File: src/rtl/alu_result_tx_pkg.sv
`default_nettype none
// ============================================================================
//  Module      : alu_result_tx_pkg
//  Description : Shared definitions for the UART transmit path: FSM state
//                encoding, oversampling factor and default baud divider.
//  Revision    : 1.0  initial release
// ============================================================================
package alu_result_tx_pkg;

    // Oversample ticks per bit period and the width of the tick counter.
    localparam int OVERSAMPLE       = 16;
    localparam int TICK_W           = 4;

    // 50 MHz / (19200 * 16)
    localparam int DEFAULT_BAUD_DIV = 163;

    typedef enum logic [1:0] {
        ST_IDLE  = 2'd0,
        ST_START = 2'd1,
        ST_DATA  = 2'd2,
        ST_STOP  = 2'd3
    } tx_state_e;

    // True when the tick counter holds the final tick of an n-tick interval.
    function automatic logic last_tick(input logic [TICK_W-1:0] cnt, input int n);
        return cnt == TICK_W'(n - 1);
    endfunction

endpackage
`default_nettype wire

File: src/rtl/alu_result_tx_baud_rate_gen.sv
`default_nettype none
// ============================================================================
//  Module      : baud_rate_gen
//  Description : Free-running divider producing one-cycle oversample ticks.
//                Counts 0..BAUD_DIV-1; o_tick is high while the count sits at
//                BAUD_DIV-1. i_clear restarts the count so a frame begins on
//                a known phase.
//  Revision    : 1.0  initial release
// ============================================================================
module baud_rate_gen
    import alu_result_tx_pkg::*;
#(
    parameter int BAUD_DIV = DEFAULT_BAUD_DIV,
    parameter int NB_DIV   = 8
) (
    input  logic clock,
    input  logic i_reset,
    input  logic i_clear,
    output logic o_tick
);

    logic [NB_DIV-1:0] cnt_q;
    logic              at_top;

    assign at_top = (cnt_q == NB_DIV'(BAUD_DIV - 1));
    assign o_tick = at_top;

    // Divider counter: wraps at BAUD_DIV-1, restarted by reset or clear.
    always_ff @(posedge clock) begin
        if (i_reset || i_clear) begin
            cnt_q <= '0;
        end else if (at_top) begin
            cnt_q <= '0;
        end else begin
            cnt_q <= cnt_q + NB_DIV'(1);
        end
    end

endmodule
`default_nettype wire

File: src/rtl/alu_result_tx.sv
`default_nettype none
// ============================================================================
//  Module      : alu_result_tx
//  Description : UART 8N1 transmitter for the ALU result byte. Latches the
//                byte on an accepted start request and shifts it out LSB
//                first with start and stop bits, 16 oversample ticks per bit.
//                All outputs are registered, so the line follows the FSM state
//                by one clock.
//  Revision    : 1.0  initial release
// ============================================================================
module alu_result_tx
    import alu_result_tx_pkg::*;
#(
    parameter int NB_DATA  = 8,
    parameter int SB_TICK  = 16,
    parameter int BAUD_DIV = DEFAULT_BAUD_DIV,
    parameter int NB_DIV   = 8
) (
    input  logic               clock,
    input  logic               i_reset,
    input  logic               i_tx_start,
    input  logic [NB_DATA-1:0] i_data,
    output logic               o_tx,
    output logic               o_busy,
    output logic               o_tx_done
);

    localparam int IDX_W = (NB_DATA > 1) ? $clog2(NB_DATA) : 1;

    tx_state_e          state_q;
    logic [TICK_W-1:0]  tick_cnt_q;
    logic [IDX_W-1:0]   bit_idx_q;
    logic [NB_DATA-1:0] shreg_q;
    logic               tx_q;
    logic               busy_q;
    logic               done_q;

    logic               accept;
    logic               tick;

    // A request is only honoured from IDLE; the same edge restarts the divider.
    assign accept = (state_q == ST_IDLE) && i_tx_start;

    baud_rate_gen #(
        .BAUD_DIV (BAUD_DIV),
        .NB_DIV   (NB_DIV)
    ) u_baud_rate_gen (
        .clock    (clock),
        .i_reset  (i_reset),
        .i_clear  (accept),
        .o_tick   (tick)
    );

    // Frame sequencer: state, tick/bit counters, shift register and outputs.
    always_ff @(posedge clock) begin
        if (i_reset) begin
            state_q    <= ST_IDLE;
            tick_cnt_q <= '0;
            bit_idx_q  <= '0;
            shreg_q    <= '0;
            tx_q       <= 1'b1;
            busy_q     <= 1'b0;
            done_q     <= 1'b0;
        end else begin
            done_q <= 1'b0;
            case (state_q)
                ST_IDLE: begin
                    tx_q   <= 1'b1;
                    busy_q <= 1'b0;
                    if (i_tx_start) begin
                        shreg_q    <= i_data;
                        tick_cnt_q <= '0;
                        state_q    <= ST_START;
                    end
                end

                ST_START: begin
                    tx_q   <= 1'b0;
                    busy_q <= 1'b1;
                    if (tick) begin
                        tick_cnt_q <= tick_cnt_q + TICK_W'(1);
                        if (last_tick(tick_cnt_q, OVERSAMPLE)) begin
                            bit_idx_q <= '0;
                            state_q   <= ST_DATA;
                        end
                    end
                end

                ST_DATA: begin
                    tx_q   <= shreg_q[0];
                    busy_q <= 1'b1;
                    if (tick) begin
                        tick_cnt_q <= tick_cnt_q + TICK_W'(1);
                        if (last_tick(tick_cnt_q, OVERSAMPLE)) begin
                            shreg_q <= shreg_q >> 1;
                            if (bit_idx_q == IDX_W'(NB_DATA - 1)) begin
                                state_q <= ST_STOP;
                            end else begin
                                bit_idx_q <= bit_idx_q + IDX_W'(1);
                            end
                        end
                    end
                end

                ST_STOP: begin
                    tx_q   <= 1'b1;
                    busy_q <= 1'b1;
                    if (tick) begin
                        if (last_tick(tick_cnt_q, SB_TICK)) begin
                            tick_cnt_q <= '0;
                            busy_q     <= 1'b0;
                            done_q     <= 1'b1;
                            state_q    <= ST_IDLE;
                        end else begin
                            tick_cnt_q <= tick_cnt_q + TICK_W'(1);
                        end
                    end
                end

                default: begin
                    state_q <= ST_IDLE;
                end
            endcase
        end
    end

    assign o_tx      = tx_q;
    assign o_busy    = busy_q;
    assign o_tx_done = done_q;

endmodule
`default_nettype wire

File: config.mk
export PLATFORM = sky130hd
export DESIGN_NAME = alu_result_tx
export DESIGN_NICKNAME = d
export VERILOG_FILES = /design/src/rtl/alu_result_tx_pkg.sv /design/src/rtl/alu_result_tx_baud_rate_gen.sv /design/src/rtl/alu_result_tx.sv
export SDC_FILE = /design/constraint.sdc
export NUM_CORES = 1
export LEC_CHECK = 0
export ABC_AREA = 1
export ABC_CLOCK_PERIOD_IN_PS = 4200
export CAP_MARGIN = 30
export CORE_MARGIN = 1.5
export CORE_UTILIZATION = 37
export DETAILED_ROUTE_END_ITERATION = 7
export PLACE_DENSITY_LB_ADDON = 0.08
export SKIP_LAST_GASP = 1
export SLEW_MARGIN = 20
export SYNTH_ARGS = -nofsm -noshare
export SYNTH_HDL_FRONTEND = slang
export SYNTH_SLANG_ARGS = --single-unit
File: constraint.sdc
create_clock -name clock -period 4.2 [get_ports clock]
set_clock_uncertainty 0.1 [all_clocks]
set_input_delay 0.84 -clock clock [delete_from_list [all_inputs] [get_ports clock]]
set_output_delay 0.84 -clock clock [all_outputs]
set_load 0.02 [all_outputs]
# After elaboration in Yosys (flattened, before gate mapping)
# Cells that the tools add are included.
# word_totals
out_inout_bits	3
reg_bits	28
# op_classes
n_reduce_logical	13
muxes	29
eq_ne	16
bitwise	2
n_addsub	3
# op_table
operator	count
2-to-1 mux 8 bit	3
inequality test 2 bit, second input constant	9
2-to-1 mux 2 bit	8
2-to-1 mux 4 bit	4
case mux 8 bit (2 select lines)	1
2-to-1 mux 3 bit	5
case mux 4 bit (3 select lines)	1
adder 8 x 1 -> 8 bit, second input constant	1
== test 8 bit, second input constant	1
case mux 2 bit (4 select lines)	1
AND reduction 8 bit	1
case mux 1 bit (3 select lines)	2
case mux 3 bit (2 select lines)	1
AND reduction 6 bit	1
OR reduction 2 bit	3
adder 4 x 1 -> 4 bit, second input constant	1
== test 2 bit, second input constant	2
== test 4 bit, second input constant	1
AND reduction 4 bit	1
nonzero test 2 bit	2
adder 3 x 1 -> 3 bit, second input constant	1
== test 3 bit, second input constant	1
2-to-1 mux 1 bit	3
AND reduction 3 bit	1
other kinds (7)	8

# Logic depth before layout (Yosys ltp)
# Gate-level depths: netlist of the first run.
# logic_depth
word_depth	5
mapped_depth	11

# Modules after synthesis
# Synthesis of the first run repeated with hierarchy kept, for this count alone.
# hier_totals
cells_unflattened	218
area_unflattened_um2	1510.2
# by_module_without_submodules
mod	area_each_um2	instances	seq_area_each_um2	cells_per_inst
alu_result_tx	1111.1	1	400.4	164
baud_rate_gen	399.1	1	160.2	54

# Least setup slack after synthesis of the first run
# Ideal clock, no wire load.
# synth_path
path_kind	input to register
startpoint	input port i_tx_start
endpoint	register shreg_q[5]
stages	8
n_path_buf	1
arrival_time_ps	1501
required_ps	3985
slack_ps	2484
path_cell_list	inv_1 nand2_1 inv_1 nor2_4 buf_4 nand3_1 nand2_1 nor2_1
# synth_between
elab_chain_len	2
# synth_rtl
element	line_no	text
from (decl)	alu_result_tx.sv:21	input logic i_tx_start,
inequality test 2 bit (no source line)	n/a	
AND reduction 4 bit (no source line)	n/a	
to (signal assigned)	alu_result_tx.sv:71	shreg_q <= i_data;
to (signal assigned)	alu_result_tx.sv:95	shreg_q <= shreg_q >> 1;
to (decl)	alu_result_tx.sv:33	logic [NB_DATA-1:0] shreg_q;
# No other way between the ends.
# A chain may end at the register's enable or synchronous reset.

# Worst setup path after layout of the first run
# layout_path
startpoint	input port i_reset
endpoint	register u_baud_rate_gen.cnt_q[3]
# layout_between
elab_chain_len	2
# layout_rtl
element	line_no	text
from (decl)	alu_result_tx.sv:20	input logic i_reset,
logical OR 1 bit	alu_result_tx_baud_rate_gen.sv:30	if (i_reset || i_clear) begin
OR reduction 2 bit (no source line)	n/a	
to (signal assigned)	alu_result_tx_baud_rate_gen.sv:35	cnt_q <= cnt_q + NB_DIV'(1);
to (decl)	alu_result_tx_baud_rate_gen.sv:22	logic [NB_DIV-1:0] cnt_q;
# No other way between the ends.

==> results by group, run 1 <==
Status
  • Status: completed

Cells and area
  • N_diodes: 0
  • Non-Filler Instances: 261
  • Synth-to-Final Area Change: 13.6%
  • Final #Nets: 235
  • Fill cell count: 378
  • Share of layout cells above drive strength 1: 6.10%

Worst hold path
  • Worst Hold Launch: u_baud_rate_gen.cnt_q[0]$_SDFF_PP0_
  • Endpoint, Worst Hold: u_baud_rate_gen.cnt_q[0]$_SDFF_PP0_
  • Worst min path class: reg -> reg
  • Hold Crit Depth: 1

Timing
  • Hold Vio Cnt, Final: 0
  • Hold Slack: 384 ps
  • Crit share post-route: 52.2%
  • RSZ-0062 raised after global routing: no
  • F_max: 456 MHz
  • Final setup margin: 2010 ps
  • Count of final setup violators: 0
  • Max Slew Vio Count: 0
  • Fin crit period: 2190 ps
  • Setup TNS: 0 ps
  • Least-Margin Pin Slew: 725 ps
  • Worst relative slew slack: 51.6%

Route
  • DR vias: 1222
  • Highest Signal Layer: met4
  • Drt pass-1 iters: 4
  • Wire length on met3: 77 um
  • Metal2 WL: 1250 um
  • Initial drt markers: 34
  • Drc violations: 0
  • Drt wl/cell: 10.8 um
  • Routed Antenna Nets: 0
  • DR vias/cell: 4.68
  • DRT met1 WL: 1460 um
  • Routed WL: 2820 um

Pwr
  • Seq pwr share: 39.4%
  • Worst VDD drop: 239 uV
  • Sw frac: 40.1%
  • Comb power frac: 44.1%
  • Pwr Total: 0.890 mW
  • PwrDens: 527 nW/um^2
  • Share of total power in the clock network: 16.5%
  • Net Sw Power: 0.357 mW
  • Leakage: 0.736 nW
  • Int Pwr: 0.533 mW

Floorplanning
  • Die area: 4410 um^2
  • I/O pin count: 14
  • Core area: 3770 um^2
  • Initial core utilization: 39.4%
  • Overall die width: 66.4 um
  • Placement row count: 22
  • Die Span Y: 66.4 um

Run
  • Max cap viols: 0

Setup path
  • Worst R2R End: shreg_q[3]$_SDFFE_PP0P_
  • FF-to-FF setup slack: 2070 ps
  • Crit path DAT: 2250 ps
  • Reg-to-reg critical path startpoint: state_q[0]$_SDFFE_PP0P_
  • Critical Path RT: 4250 ps
  • Worst Setup End Kind: flop
  • Critical Path Start Type: input port
  • Max Fanout on Critical Path: 19
  • Critical path class: in -> reg
  • FF-to-FF path depth: 7

Clocking
  • Cts hold-fix bufs: 0
  • CTS Sinks: 28
  • Post-CTS Resized: 0
  • Post-CTS setup buffer count: 0
  • CTS max path bufs: 2
  • TritonCTS buffer count: 3
  • H-tree Lvls: 1
  • Clk slew on worst S/H paths: 90 ps
  • CTS root buffer: clkbuf_8
  • Skew-Pair Late Insertion Delay: 270 ps
  • CTS tree: yes

Yosys
  • Top-area cell type share of the netlist area: 37.7%
  • Mapped Area: 1490 um^2
  • Post-Syn Instances: 201
  • Dominant cell type by area after synthesis: dfxtp_1
  • Sequential fraction of the synthesis area: 37.7%
  • Syn avg cell area: 7.40 um^2
  • Synth warn: 0
  • Seq cells post-synth: 28
  • Synth cell types: 26
  • Top post-synthesis cells by area: dfxtp_1 (38%), nand2_1 (11%), nor2_1 (7.8%), ha_1 (7.6%), nand3_1 (6.7%)
  • Net count after synthesis: 221

Global routing
  • Initial antenna violation count: 0
  • Pin count of the biggest net entering global routing: 20
  • Vias in the first global route: 1146
  • Total GRT Usage: 14.4%
  • Global-route wire length before repair: 4930 um
  • Overflow after GRT: 0

Placed design
  • Routability Congestion: 0.867
  • Pre-CTS worst setup slack: 1690 ps
  • Placed cells: 258
  • Final HPWL DP: 2090 um
  • Port bufs: 13
[final cells by class]
cell class	count	area, um^2	share of cell area (%)
multi-input cells	148	817	48.4
inverters	21	78.8	4.67
repair buffers	13	130	7.71
flip-flops and latches	28	561	33.2
clock buffers	3	41.3	2.45
well taps	48	60.1	3.56
[layer usage]
metal	GRT usage, %	vias up
met2	23.3	13
met5	0	-
li1	-	671
met4	5.87	0
met3	2.04	4
met1	19.0	534
[logic make-up (layout without fill, tap and decap cells)]
| family | count (synthesis) | after routing | share of synthesized area [%] |
|---|---|---|---|
| AO/OA/AOI/OAI | 20 | 20 | 7.24 |
| XOR/XNOR | 4 | 4 | 2.36 |
| flip-flops | 28 | 28 | 37.7 |
| buffers and inverters | 25 | 37 | 7.32 |
| multiplexers | 7 | 7 | 4.71 |
| AND/OR/NAND/NOR | 108 | 108 | 33.1 |
| adder cells (fa/ha/maj) | 9 | 9 | 7.58 |
[synth_stat cells]
cell      number
nand3_1       20
a21oi_1       13
inv_2          1
dfxtp_1       28
nor2_1        31
nor2_2         1
nor2_4         3
nand2_2        1
clkinv_1       1
buf_6          1
mux2i_1        7
or2_2          1
xnor2_1        1
inv_1         19
buf_4          2
xor2_1         3
o21ai_0        6
clkbuf_1       1
ha_1           9
nor3_1         2
nor3b_1        1
o211ai_2       1
nand3b_1       1
nand2_4        1
nand2_1       45
nand3_4        1
[state kept, by name, indices dropped and copies added (netlist names)]
register,cells
state_q,2
o_tx,1
bit_idx_q,3
o_tx_done,1
shreg_q,8
o_busy,1
tick_cnt_q,4
u_baud_rate_gen.cnt_q,8
[cell usage in the layout, fill, tap and decap left out, types with 2 or more instances in the layout]
cell type,count
nand2_1,45
clkbuf_8,3
o21ai_0,6
nand3_1,20
dfxtp_1,28
mux2i_1,7
nor2_1,31
ha_1,9
nor2_4,3
a21oi_1,13
inv_1,19
clkdlybuf4s50_1,13
xor2_1,3
nor3_1,2
[stage by stage]
step | util (%) | cell area [um^2]
after floorplan | - | 1490
after global placement | 43.7 | 1650
after detailed placement | 43.7 | 1650
after CTS | 44.8 | 1690
after global routing | 44.8 | 1690
final | 44.8 | 1690
[power by group through the flow]
| stage | Combinational [mW] | Clock, mW | Sequential, mW |
|---|---|---|---|
| after floorplan | 0.314 | 0 | 0.359 |
| after detailed placement | 0.392 | 0 | 0.357 |
| final | 0.392 | 0.146 | 0.351 |
| after global routing | 0.451 | 0.161 | 0.358 |
| after global placement | 0.386 | 0 | 0.354 |
| after CTS | 0.393 | 0.152 | 0.351 |
[how the worst max path moves through the flow]
stage                                  startpoint                                  end  cells past startpoint
after floorplan                        i_tx_start              shreg_q[5]$_SDFFE_PP0P_                      8
after global placement                    i_reset  u_baud_rate_gen.cnt_q[3]$_SDFF_PP0_                      4
after detailed placement                  i_reset  u_baud_rate_gen.cnt_q[7]$_SDFF_PP0_                      4
after CTS                                 i_reset  u_baud_rate_gen.cnt_q[7]$_SDFF_PP0_                      4
after global routing      state_q[0]$_SDFFE_PP0P_              shreg_q[4]$_SDFFE_PP0P_                      7
final                                     i_reset  u_baud_rate_gen.cnt_q[3]$_SDFF_PP0_                      4
[critical path, cell delays in order]
cell,delay (ps)
clkdlybuf4s50_1,500
clkinv_1,450
o211ai_2,360
nor3b_1,80
No activity file was read; power rests on OpenSTA's default activity.
==> run 2: changes to the inputs <==
--- a/config.mk
+++ b/config.mk
@@ -6,7 +6,7 @@
 export NUM_CORES = 1
 export LEC_CHECK = 0
 export ABC_AREA = 1
-export ABC_CLOCK_PERIOD_IN_PS = 4200
+export ABC_CLOCK_PERIOD_IN_PS = 2100
 export CAP_MARGIN = 30
 export CORE_MARGIN = 1.5
 export CORE_UTILIZATION = 37
==> constraint.sdc (replaced) <==
create_clock -name clock -period 2.1 [get_ports clock]
set_clock_uncertainty 0.1 [all_clocks]
set_input_delay 0.42 -clock clock [delete_from_list [all_inputs] [get_ports clock]]
set_output_delay 0.42 -clock clock [all_outputs]
set_load 0.02 [all_outputs]
==> run 2 against run 1 <==
  * Power up 100%
  * Largest cell class unchanged
  * Register-to-register slack got worse by 1700 ps
  * Via count is 2.5% higher
  * Critical path type is now reg -> reg
==> results by group, run 2 (synthesis results as in run 1) <==
Status
  • Status: completed

Cells and area
  • Finished Cell Area: 1700 um^2
  • Synth-to-Final Area Change: 14.6%
  • Regs by FF count: shreg_q x8, u_baud_rate_gen.cnt_q x8, tick_cnt_q x4
  • Commonest non-fill, non-tap cell in the layout: nand2_1
  • Final #Nets: 237
  • Most frequent cells in the layout: nand2_1 (45), nor2_1 (31), dfxtp_1 (28)
  • Share of layout cells above drive strength 1: 6.98%
  • Register Area: 561 um^2
  • Multi-input gate area: 817 um^2
  • N_diodes: 0
  • Fill cell count: 374

Setup path
  • Crit path buffers/inverters: 1
  • CP Depth: 6
  • Worst setup path end: tick_cnt_q[1]$_SDFFE_PP0P_
  • Crit path DAT: 1850 ps
  • Worst path cell trace: inv_1 > ha_1 > o21ai_0 > nor2_1 > o21ai_0 > nor2_1
  • Worst R2R End: tick_cnt_q[1]$_SDFFE_PP0P_
  • CP peak stage delay: 480 ps
  • FF-to-FF setup slack: 320 ps
  • CP max stage cell: o21ai_0
  • Worst Setup End Kind: flop
  • Critical Path RT: 2170 ps
  • Critical Path Start Type: flop
  • Critical path class: reg -> reg
  • FF-to-FF path depth: 6
  • Max Fanout on Critical Path: 4
  • Crit path from: state_q[0]$_SDFFE_PP0P_
  • Top delay family on crit path: compound AO/OA/AOI/OAI gates
  • Reg-to-reg critical path startpoint: state_q[0]$_SDFFE_PP0P_

Pwr
  • Leakage: 0.746 nW
  • PwrDens: 1050 nW/um^2
  • Worst VDD drop: 531 uV

Route
  • Routed Antenna Nets: 0
  • DR vias/cell: 4.76
  • Drc violations: 0
  • Drt pass-1 iters: 4
  • Routed WL: 2890 um
  • DR vias: 1253
  • Initial drt markers: 50
  • Drt wl/cell: 11.0 um

Floorplanning
  • Die area: 4410 um^2
  • Overall die width: 66.4 um
  • Core area: 3770 um^2
  • Initial core utilization: 39.4%
  • Placement row count: 22
  • I/O pin count: 14
  • Die Span Y: 66.4 um

Global routing
  • Pin count of the biggest net entering global routing: 17
  • Total GRT Usage: 15.3%
  • Overflow after GRT: 0
  • Vias in the first global route: 1174
  • Initial antenna violation count: 0
  • Grt met3 use: 2.04%
  • Global-route wire length before repair: 5170 um
  • Busiest grt layer: met2
  • Met2 Use GR: 24.8%
  • Global routing usage on met1: 19.9%

Clocking
  • Skew-Pair Late Insertion Delay: 280 ps
  • Cts hold-fix bufs: 0
  • Clk slew on worst S/H paths: 90 ps
  • Post-CTS Resized: 0
  • CTS Sinks: 28
  • CTS tree: yes
  • H-tree Lvls: 1
  • Post-CTS setup buffer count: 0
  • TritonCTS buffer count: 3
  • CTS max path bufs: 2
  • CTS root buffer: clkbuf_8

Placed design
  • Routability Congestion: 0.870
  • Final HPWL DP: 2210 um
  • Post-DP Area: 1660 um^2
  • Port bufs: 13

Worst hold path
  • Worst min path class: reg -> reg
  • Hold Crit Depth: 1

Run
  • Max cap viols: 0

Timing
  • F_max: 562 MHz
  • Least-Margin Pin Slew: 562 ps
  • Crit share post-route: 84.7%
  • Hold Vio Cnt, Final: 0
  • RSZ-0062 raised after global routing: no
  • Fin crit period: 1780 ps
  • Max Slew Vio Count: 0
  • Worst relative slew slack: 62.1%
  • Count of final setup violators: 0
  • Setup TNS: 0 ps
-- run 2: area by class of cell --
| type | count | share of cell area (%) |
|---|---|---|
| timing repair buffer | 15 | 8.52 |
| sequential | 28 | 32.9 |
| tap | 48 | 3.53 |
| clock buffer | 3 | 2.42 |
| inverter | 21 | 4.63 |
| multi-input combinational | 148 | 48.0 |
-- run 2: worst min-delay path by stage --
stage | start | end | slack, ps
final | u_baud_rate_gen.cnt_q[0]$_SDFF_PP0_ | u_baud_rate_gen.cnt_q[0]$_SDFF_PP0_ | 380
after global routing | bit_idx_q[2]$_SDFFE_PP0P_ | bit_idx_q[2]$_SDFFE_PP0P_ | 420
after CTS | u_baud_rate_gen.cnt_q[0]$_SDFF_PP0_ | u_baud_rate_gen.cnt_q[0]$_SDFF_PP0_ | 380
after detailed placement | u_baud_rate_gen.cnt_q[0]$_SDFF_PP0_ | u_baud_rate_gen.cnt_q[0]$_SDFF_PP0_ | 350
after global placement | u_baud_rate_gen.cnt_q[0]$_SDFF_PP0_ | u_baud_rate_gen.cnt_q[0]$_SDFF_PP0_ | 350
after floorplan | u_baud_rate_gen.cnt_q[0]$_SDFF_PP0_ | u_baud_rate_gen.cnt_q[0]$_SDFF_PP0_ | 330
-- run 2: metal layers --
| metal | up-vias | share of wire, % |
|---|---|---|
| met1 | 551 | 50 |
| met4 | 0 | 1.8 |
| li1 | 673 | - |
| met2 | 25 | 46 |
| met3 | 4 | 2.9 |
| met5 | - | 0 |
-- run 2: power breakdown --
part	switching, mW	internal, mW
clock network	0.159	0.129
registers	0.0656	0.638
logic	0.493	0.304
total	0.717	1.07
-- run 2: worst register-to-register path, cell delays in order, from the launching register on --
cell and delay, ps:
dfxtp_1 400, inv_1 80, ha_1 310, o21ai_0 480
nor2_1 80, o21ai_0 180, nor2_1 50
-- run 2: per-stage QoR --
stage / setup WS (ps) / utilization (%) / hold WS, ps / cells / power (mW)
detailed placement: 207 / 44.1 / 352 / 260 / 1.51
CTS: 352 / 45.2 / 376 / 263 / 1.81
global route: 186 / 45.2 / 424 / 263 / 1.95
global placement: 246 / 44.1 / 346 / 260 / 1.49
finish: 322 / 45.2 / 376 / 263 / 1.79
floorplan: 555 / - / 330 / 201 / 1.35
==> run 3: changes to the inputs <==
--- a/config.mk
+++ b/config.mk
@@ -6,7 +6,7 @@
 export NUM_CORES = 1
 export LEC_CHECK = 0
 export ABC_AREA = 1
-export ABC_CLOCK_PERIOD_IN_PS = 2100
+export ABC_CLOCK_PERIOD_IN_PS = 1800
 export CAP_MARGIN = 30
 export CORE_MARGIN = 1.5
 export CORE_UTILIZATION = 37
==> constraint.sdc (replaced) <==
create_clock -name clock -period 1.8 [get_ports clock]
set_clock_uncertainty 0.1 [all_clocks]
set_input_delay 0.36 -clock clock [delete_from_list [all_inputs] [get_ports clock]]
set_output_delay 0.36 -clock clock [all_outputs]
set_load 0.02 [all_outputs]
==> run 3 against run 2 <==
  * Critical path depth down 5
  * Final area up 2.5%
  * Combinational power increased by 27%
  * Sequential share of layout area is 0.66 points lower
  * First-iteration DRC count is 10% lower
  * Non-clock buffer count increased by 1
  * Register-to-register slack got worse by 130 ps
  * Hold slack lost 4.4 ps
  * Setup slack lost 180 ps
  * Core utilization rose by 1.1 points
  * Power up 24%
  * Die area stayed put
  * Critical path type is now reg -> out
  * Largest cell class unchanged
  * Largest power group unchanged
  * Highest routed layer unchanged
==> results by group, run 3 (synthesis results as in run 1) <==
Status
  • Status: completed

Pwr
  • Worst VDD drop: 664 uV
  • Comb power frac: 45.4%
  • Sw frac: 38.7%
  • Leakage: 0.764 nW
  • PwrDens: 1270 nW/um^2
  • Seq pwr share: 37.0%
  • Net Sw Power: 0.860 mW
  • Int Pwr: 1.36 mW
  • Share of total power in the clock network: 17.6%

Route
  • Routed WL: 2900 um
  • Drt wl/cell: 10.9 um
  • Routed Antenna Nets: 0
  • Drt pass-1 iters: 4
  • DR vias: 1270
  • Initial drt markers: 45
  • Drc violations: 0
  • DR vias/cell: 4.79

Setup path
  • Critical Path Start Type: flop
  • CP Depth: 1
  • Max Fanout on Critical Path: 1
  • CP max stage cell: clkdlybuf4s50_1
  • Top delay family on crit path: buffers and inverters
  • FF-to-FF setup slack: 190 ps
  • Crit path DAT: 1200 ps
  • Critical Path RT: 1340 ps
  • Crit path buffers/inverters: 1
  • CP peak stage delay: 600 ps
  • FF-to-FF path depth: 10
  • Critical path class: reg -> out
  • Worst Setup End Kind: primary output
  • Worst path cell trace: clkdlybuf4s50_1

Floorplanning
  • Die area: 4410 um^2
  • Initial core utilization: 39.4%
  • Placement row count: 22
  • Die Span Y: 66.4 um
  • Overall die width: 66.4 um
  • I/O pin count: 14
  • Core area: 3770 um^2

Cells and area
  • Regs by FF count: shreg_q x8, u_baud_rate_gen.cnt_q x8, tick_cnt_q x4
  • Non-Filler Instances: 265
  • Fill cell count: 375
  • Final #Nets: 238
  • Share of layout cells above drive strength 1: 9.68%
  • Synth-to-Final Area Change: 17.4%
  • N_diodes: 0
  • Commonest non-fill, non-tap cell in the layout: nand2_1
  • Finished Cell Area: 1750 um^2
  • Core utilization of the finished layout: 46.3%
  • Most frequent cells in the layout: nand2_1 (44), nor2_1 (31), dfxtp_1 (26)

Worst hold path
  • Worst min path class: reg -> reg
  • Hold Crit Depth: 1

Timing
  • Setup TNS: 0 ps
  • RSZ-0062 raised after global routing: no
  • Least-Margin Pin Slew: 365 ps
  • Fin crit period: 1660 ps
  • Worst relative slew slack: 75.6%
  • Hold Vio Cnt, Final: 0
  • Count of final setup violators: 0
  • Final setup margin: 138 ps
  • Max Slew Vio Count: 0
  • F_max: 602 MHz
  • Crit share post-route: 92.3%

Clocking
  • CTS max path bufs: 2
  • Skew-Pair Late Insertion Delay: 270 ps
  • CTS Sinks: 28
  • TritonCTS buffer count: 3
  • H-tree Lvls: 1
  • CTS tree: yes
  • CTS root buffer: clkbuf_8
  • Clk slew on worst S/H paths: 90 ps

Placed design
  • Port bufs: 13
  • Placed cells: 260
  • Pre-CTS worst setup slack: -29.4 ps
  • Routability Congestion: 0.859
  • Final HPWL DP: 2150 um
  • Post-DP Area: 1660 um^2

Global routing
  • Global-route wire length before repair: 5310 um
  • Overflow after GRT: 0
  • Total GRT Usage: 15.4%
  • Pin count of the biggest net entering global routing: 17
  • Initial antenna violation count: 0
  • Vias in the first global route: 1218

Run
  • Max cap viols: 0
==> run 3: changes by cell type in the layout (fill, tap and decap cells not counted) <==
cell      previous run  this run
dfxtp_1             28        26
dfxtp_2              0         2
buf_12               0         1
clkbuf_8             3         4
nand2_1             45        44
nand2_2              1         2
o21ai_0              6         5
o21ai_2              0         1
==> run 3: area by class of cell <==
class	instances	area, um^2	share of cell area, %
Clock buffer	4	55.1	3.15
Tap cell	48	60.1	3.44
Sequential cell	28	563	32.3
Multi-Input combinational cell	148	823	47.2
Inverter	21	78.8	4.52
Timing Repair Buffer	16	165	9.46
==> run 3: metrics by stage <==
stage                     power (mW)  hold slack (ps)
after detailed placement        1.75              354
final                           2.22              371
after global routing            2.42              407
after CTS                       2.16              378
after global placement          1.74              347
after floorplan                 1.57              330
==> run 3: timing repair <==
action | CTS | global route
buffers inserted | 0 | 1
gates resized for setup | 0 | 5
hold buffers | 0 | 0
endpoints found under the setup margin | 0 | 12
==> run 3: power groups by stage <==
stage          registers [mW]  clock network (mW)  logic, mW
6_report                0.822               0.391       1.01
3_5_place_dp            0.832                   0      0.920
5_1_grt                 0.840               0.439       1.14
2_1_floorplan           0.838                   0      0.733
3_3_place_gp            0.829                   0      0.908
4_1_cts                 0.820               0.414      0.925
==> run 3: routing by layer <==
layer  part of all wire, %  global-route usage (%)  wire, um  vias up
met5                     0                       0         0        -
met2                    47                    26.0      1350       17
met3                   2.2                    2.56        65        4
li1                      -                       -         -      675
met4                   1.1                    5.36        33        0
met1                    50                    19.7      1450      574
==> run 3: path summary, 6_finish.rpt <==
check | to | from
worst min-delay path | u_baud_rate_gen.cnt_q[0]$_SDFF_PP0_ | u_baud_rate_gen.cnt_q[0]$_SDFF_PP0_
worst max register to register | tick_cnt_q[2]$_SDFFE_PP0P_ | state_q[0]$_SDFFE_PP0P_
worst max-delay path | o_tx | o_tx$_SDFF_PP1_
worst min register to register | u_baud_rate_gen.cnt_q[0]$_SDFF_PP0_ | u_baud_rate_gen.cnt_q[0]$_SDFF_PP0_
